### config.mk
export PLATFORM = sky130hd
export DESIGN_NAME = keypad_scanner
export DESIGN_NICKNAME = d
export VERILOG_FILES = /design/src/rtl/keypad_scanner.sv
export SDC_FILE = /design/constraint.sdc
export NUM_CORES = 1
export LEC_CHECK = 0
export BUFFER_PORTS_ARGS = -buffer_cell sky130_fd_sc_hd__buf_4
export CAP_MARGIN = 10
export CORE_AREA = 2 2 69 71
export CTS_BUF_LIST = sky130_fd_sc_hd__clkbuf_2
export DETAILED_ROUTE_END_ITERATION = 10
export DIE_AREA = 0 0 71 73
export GPL_TIMING_DRIVEN = 0
export MAX_ROUTING_LAYER = met4
export PLACE_DENSITY = 0.8
export SETUP_SLACK_MARGIN = 0.4
export SLEW_MARGIN = 10
export SYNTH_ARGS = -nofsm -noshare
export SYNTH_HDL_FRONTEND = slang
export SYNTH_SLANG_ARGS = --single-unit
### constraint.sdc
create_clock -name clk -period 2.2 [get_ports clk]
set_input_delay 0.11 -clock clk [delete_from_list [all_inputs] [get_ports clk]]
set_output_delay 0.11 -clock clk [all_outputs]
set_load 0.02 [all_outputs]
### src/rtl/keypad_scanner.sv
// 4x4 matrix keypad scanner: walks an active-low column, synchronizes and debounces rows,
// reports the lowest pressed key code once per accepted press.
module keypad_scanner #(
    parameter int SCAN_DIV       = 100000,
    parameter int DEBOUNCE_SCANS = 4
) (
    input  logic       clk,
    input  logic       rst,
    input  logic       en,
    input  logic [3:0] row,
    output logic [3:0] col,
    output logic [3:0] key,
    output logic       key_valid,
    output logic       key_held
);

    localparam int DW = (SCAN_DIV > 1) ? $clog2(SCAN_DIV) : 1;
    localparam int SW = $clog2(DEBOUNCE_SCANS + 1);
    localparam logic [DW-1:0] DWELL_LAST = DW'(SCAN_DIV - 1);
    localparam logic [SW-1:0] STABLE_MAX = SW'(DEBOUNCE_SCANS);

    logic [3:0]    row_meta, row_sync;
    logic [DW-1:0] dwell;
    logic [1:0]    col_idx, col_idx_nxt;
    logic          acc_vld;
    logic [3:0]    acc_code;
    logic          prev_vld;
    logic [3:0]    prev_code;
    logic [SW-1:0] stable, stable_nxt;

    logic       dwell_last, scan_end, hit, scan_vld, same, reach;
    logic [1:0] hit_row;
    logic [3:0] scan_code;

    always_comb begin
        dwell_last = en && (dwell == DWELL_LAST);
        scan_end   = dwell_last && (col_idx == 2'd3);
        hit        = (row_sync != 4'hF);
        hit_row    = 2'd0;
        for (int i = 3; i >= 0; i--) begin
            if (!row_sync[i]) hit_row = 2'(i);
        end
        // An earlier hit in this scan always wins over the column being sampled now.
        scan_vld   = acc_vld || (dwell_last && hit);
        scan_code  = acc_vld ? acc_code : {col_idx, hit_row};
        same       = (scan_vld == prev_vld) && (!scan_vld || (scan_code == prev_code));
        if (!same)
            stable_nxt = SW'(1);
        else if (stable == STABLE_MAX)
            stable_nxt = STABLE_MAX;
        else
            stable_nxt = stable + SW'(1);
        // Accept only on the scan that first reaches the threshold, not while saturated.
        reach       = (stable_nxt == STABLE_MAX) && !(same && (stable == STABLE_MAX));
        col_idx_nxt = !en ? 2'd0 : (dwell_last ? col_idx + 2'd1 : col_idx);
    end

    always_ff @(posedge clk or negedge rst) begin
        if (!rst) begin
            row_meta  <= 4'hF;
            row_sync  <= 4'hF;
            dwell     <= '0;
            col_idx   <= 2'd0;
            col       <= 4'b1110;
            acc_vld   <= 1'b0;
            acc_code  <= 4'd0;
            prev_vld  <= 1'b0;
            prev_code <= 4'd0;
            stable    <= '0;
            key       <= 4'd0;
            key_valid <= 1'b0;
            key_held  <= 1'b0;
        end else begin
            row_meta  <= row;
            row_sync  <= row_meta;
            col_idx   <= col_idx_nxt;
            col       <= en ? ~(4'b0001 << col_idx_nxt) : 4'hF;
            key_valid <= 1'b0;
            if (!en) begin
                dwell   <= '0;
                acc_vld <= 1'b0;
            end else begin
                dwell <= dwell_last ? '0 : dwell + DW'(1);
                if (scan_end) begin
                    acc_vld   <= 1'b0;
                    prev_vld  <= scan_vld;
                    prev_code <= scan_code;
                    stable    <= stable_nxt;
                    if (reach) begin
                        if (scan_vld) begin
                            if (!key_held || (scan_code != key)) begin
                                key       <= scan_code;
                                key_valid <= 1'b1;
                                key_held  <= 1'b1;
                            end
                        end else begin
                            key_held <= 1'b0;
                        end
                    end
                end else if (dwell_last && hit && !acc_vld) begin
                    acc_vld  <= 1'b1;
                    acc_code <= {col_idx, hit_row};
                end
            end
        end
    end

endmodule

# Word level (Yosys, flattened, before mapping)
# Index checks and enable logic that the tools add are counted.
# word_totals
reg_bits	50
input_bits	7
output_inout_bits	10
# classes
add_sub_neg	3
n_eq_ne	10
n_shift	1
muxes	22
bitwise_logic	2
reduce_logical	18
# op_table
op	n
17-bit two-way mux	2
17-bit by 1-bit adder with 17-bit output (second input constant)	1
17-bit equality test (second input constant)	1
2-bit two-way mux	6
1-bit two-way mux	10
4-bit two-way mux	2
1-bit logical AND	7
3-bit equality test (second input constant)	2
3-bit two-way mux	2
5-bit AND reduction	1
4-bit equality test	1
1-bit logical NOT	4
4-bit != test	1
4-bit != test (second input constant)	1
4-bit inverter	1
4-bit AND reduction	1
1-bit by 2-bit left shift with 4-bit output (first input constant)	1
3-bit by 1-bit adder with 3-bit output (second input constant)	1
1-bit logical OR	3
3-bit by 1-bit != test with 1-bit output (second input constant)	1
3-bit AND reduction	1
2-bit by 1-bit adder with 2-bit output (second input constant)	1
2-bit equality test (second input constant)	1
2-bit by 1-bit != test with 1-bit output (second input constant)	1
3 further kinds	3

# Logic depth before layout (Yosys ltp)
# logic_depth
word_depth	14
depth_mapped	9
depth_no_buf	8

# Worst setup path after synthesis
# No wires, ideal clock.
# synth_path
kind	reg2reg
start	register row_sync[0]
end	register key[1]
arrival_time_ps	2073
t_required_ps	2072
setup_slack_ps	-1
stages_incl_launch_ff	8
n_path_buf	1
synth_period_minus_slack_ps	2201
cell_sequence	dfstp_2 > nand2_1 > o31ai_1 > xor2_1 > nor3_1 > and3_1 > buf_4 > mux2_1
# synth_via
elab_chain_cells	10
elab_cells_between_ends	18
cone_classes	5 x eq/ne; 3 x mux; 10 x reduce/logical
# synth_lines
item	line	text
from (decl)	22	logic [3:0] row_meta, row_sync;
from (signal assigned)	75	row_sync <= row_meta;
4-bit != test	38	hit = (row_sync != 4'hF);
1-bit logical AND	44	scan_vld = acc_vld || (dwell_last && hit);
1-bit logical OR	44	
1-bit logical NOT	46	same = (scan_vld == prev_vld) && (!scan_vld || (scan_code == prev_code));
1-bit logical OR	46	
1-bit logical AND	46	
3-bit two-way mux or 1-bit logical AND (tied branches)	47, 54	
3-bit equality test or 1-bit logical NOT (tied branches)	54	reach = (stable_nxt == STABLE_MAX) && !(same && (stable == STABLE_MAX));
1-bit logical AND	54	
5-bit AND reduction (no line)	-	
to (signal assigned)	92	key <= scan_code;
to (decl)	12	output logic [3:0] key,
# Parallel ways exist; a longest one is shown, timed or not.
# A chain may end at the register's enable or synchronous reset.

# Worst setup path in the final report
# layout_path
start	register dwell[12]
end	register key[0]
# layout_via
elab_chain_cells	11
elab_cells_between_ends	15
cone_classes	3 x eq/ne; 1 x mux; 11 x reduce/logical
# layout_lines
item	line	text
from (decl)	23	logic [DW-1:0] dwell;
from (signal assigned)	83	dwell <= dwell_last ? '0 : dwell + DW'(1);
17-bit equality test *	36	dwell_last = en && (dwell == DWELL_LAST);
1-bit logical AND *	36	
1-bit logical AND	44	
1-bit logical OR	44	
1-bit logical NOT	46	
1-bit logical OR	46	
1-bit logical AND	46	
3-bit two-way mux or 1-bit logical AND (tied branches)	47, 54	
3-bit equality test or 1-bit logical NOT (tied branches)	54	
1-bit logical AND	54	
5-bit AND reduction (no line) *	-	
# Every way passes the cells marked *; elsewhere a longest branch is shown, timed or not.

==> reports/summary.txt <==
placed cell area -> 2606 um2
Most used DFF post-synth -> dfrtp_1
Setup violations, final -> 4
CTS tree -> yes
Placer Congestion -> 0.8118
Ant. Diodes -> 0
Synth async-reset ratio -> 100.0%
Post-Synthesis Cells -> 218
Hold WC Path Type -> input port to flop
synthesis-to-layout area growth -> 37.02%
Rows -> 25
vias in the first global route -> 1719
Crit Path Max Fanout -> 5
status -> finished with violations
Worst EP required -> 2.58 ns
Critical Path Start Type -> flop
Worst R2R End -> key[0]
Total Wirelength -> 6310 um
I/O Buffers -> 15
GRT Total Usage -> 21.14%
top cells by count, synth -> dfrtp_1 (39), nor2_1 (25), nand3_1 (16)
pin count of the biggest net entering global routing -> 51
min Tclk post-route -> 2.262 ns
Netlist Area Pre-Place -> 2400 um2
worst hold path depth -> 2
Leak -> 1.467 nW
Max-Slew Margin vs Limit -> 56.21%
DR pass1 iterations -> 5
total clock sinks -> 50
period utilisation layout -> 102.8%
clock buffer depth -> 2
worst slew pin tran -> 0.6569 ns
final worst slack -> -0.06173 ns
Die W -> 71 um
DR WL/cell -> 19.06 um
power share of the clock group -> 25.7%
H-tree depth -> 2
VDD IR max -> 281.2 uV
number of max-cap violations -> 0
Power per Cell Area -> 429.8 nW/um2
hpwl dp -> 2960 um
Yosys top cell by area -> dfrtp_1
Unique masters post-synth -> 44
Syn. warnings -> 0
setup_tns -> -0.1440 ns
fin area -> 3288 um2
Gate power share -> 7.2%
slowest cell on the critical path -> or4b_4
Internal Power -> 0.001059 W
failing checks -> negative setup slack
Post-synth EDFFs -> 0
cts bufs inserted -> 5
initial antenna violation count -> 0
hold_sp -> en
Layout Cells excl Fill -> 331
Psw -> 0.0003545 W
Overflow after GRT -> 0
CP Capture Type -> flop
Final Hold Vio Count -> 0
Mapped Avg Cell Area -> 11.01 um2
Root Buffer -> clkbuf_2
sequential share of power -> 67.1%
max-slew violations -> 0
initial DRC count -> 183
first-pass GRT wire length -> 8162 um
switch share -> 25.08%
worst r2r path cells -> 8
Die Ht -> 73 um
Starting Density -> 52.91%
Mapped Nets -> 229
f_max -> 0.4421 GHz
placed instance count -> 287
hold path endpoint -> col[3]
main area contributors after synthesis -> dfrtp_1 (41%), dfstp_2 (12%), xor2_1 (5.5%)
RR Startpoint -> dwell[12]
Seq/Total Area, Yosys -> 52.71%
DIE AREA -> 5183 um2
R2R Setup Slk -> -0.06 ns
crit path DAT -> 2.64 ns
routed via count -> 1906
RSZ-0062 raised after global routing -> true
Clock Skews -> 0.02328 ns
area of the core -> 4536 um2
Final Util -> 72.50%
DRC viols -> 0
total power draw -> 0.001413 W
area share of the largest cell type after synthesis -> 40.67%
CP max stage delay -> 0.57 ns
FF+latch count, synth -> 50
Final Net Count -> 287
via density per instance -> 5.758
Top Ports -> 17
Worst-path clk slew -> 0.24 ns
layout cells sized above 1 -> 44.77%
ANT nets after route -> 0
critical setup path kind -> flop to flop
crit path cell chain -> or4b_4 > nor4_4 > buf_4 > nand3_4 > nor2_1 > and3_1 > buf_6 > mux2_4
Clk Latency, worst-skew pair -> 0.46 ns
most common cell in the netlist -> dfrtp_1
cell families after synthesis:
logic type                 after synthesis  synth area share, %
muxes                                   14                6.256
AOI/OAI and AO/OA                       19                5.474
xor gates and xnor gates                24                8.759
and+or+nand+nor                         91                21.95
buffers and inverters                   16                2.763
DFF                                     50                52.71
adders and majority gates                4                2.086
per-stage QoR:
stage	hold WS [ns]	setup WS, ns
after global routing	0.1218	-0.1565
after global placement	0.1589	-0.1529
after floorplan	-0.1856	0.03259
after CTS	0.04743	-0.1401
after detailed placement	0.1585	-0.2193
final	0.1239	-0.06173
area by class of cell:
cell class,instances,area (um2)
fillers,272,1247
well taps,54,67.56
clock inverters,2,8.758
flip-flops and latches,50,1266
plain buffers,7,71.32
clock buffers,6,30.03
multi-input cells,152,1363
repair buffers,51,447.9
inverters,9,33.78
layer usage:
layer  global-route usage [%]  up-vias  wire length, um
met2                    34.89       61             3352
met3                    4.834       19              235
li1                         -      864                -
met1                    25.59      962             2515
met5                        -        -                0
met4                    7.757        0              208
sequential cells by signal, summed over array words and instances, names as in the netlist:
| register | flops |
|---|---|
| prev_code | 4 |
| col | 4 |
| dwell | 17 |
| prev_vld | 1 |
| key_held | 1 |
| col_idx | 2 |
| row_meta | 4 |
| key_valid | 1 |
| acc_vld | 1 |
| row_sync | 4 |
| key | 4 |
| stable | 3 |
| acc_code | 4 |
power by group through the flow:
stage	combinational [W]	clock, W	sequential (W)
3_3_place_gp	0.0000597	0	0.000962
4_1_cts	0.0000756	0.000362	0.000948
3_5_place_dp	0.0000608	0	0.000963
2_1_floorplan	0.0000266	0	0.000962
6_report	0.000102	0.000363	0.000949
5_1_grt	0.000111	0.000403	0.000951
critical path, delay by kind of cell (launching register included):
family / cells / cell delay (ns)
AND/OR/NAND/NOR: 5 / 1.13
flip-flops: 1 / 0.44
buffers and inverters: 2 / 0.33
multiplexers: 1 / 0.29
how the worst max path moves through the flow:
stage | endpoint | cells past startpoint | slack, ns | start
2_1_floorplan | key[0] | 6 | 0.03 | dwell[12]
3_3_place_gp | key[1] | 8 | -0.15 | acc_vld
3_5_place_dp | key[0] | 8 | -0.22 | acc_vld
4_1_cts | key[0] | 6 | -0.14 | dwell[5]
5_1_grt | key[0] | 9 | -0.16 | dwell[0]
6_report | key[0] | 8 | -0.06 | dwell[12]
cell usage in the layout (no fill, tap or decap), drive strengths merged, types with 2 or more instances in the layout:
cell	synthesis	layout
a211oi	2	2
a21oi	5	5
and2	2	2
and3	9	9
and3b	2	2
buf	3	51
clkbuf	4	8
clkinv	0	2
dfrtp	39	39
dfstp	11	11
dlygate4sd3	0	5
ha	4	4
inv	9	9
mux2	8	8
mux2i	6	6
nand2	13	13
nand2b	3	3
nand3	17	17
nand3b	2	2
nor2	25	25
nor3	4	4
nor3b	2	2
nor4	3	3
nor4b	2	2
o21ai	7	7
or4b	2	2
xnor2	9	9
xor2	15	15
repair_timing:
item	CTS	global route
hold buffers	5	0
pin swaps	11	20
gates cloned	1	0
endpoints found under the hold margin	43	0
resized for setup	23	67
setup endpoints to repair	41	41
buffers inserted	16	14
Power figures use the tool's default switching activity.
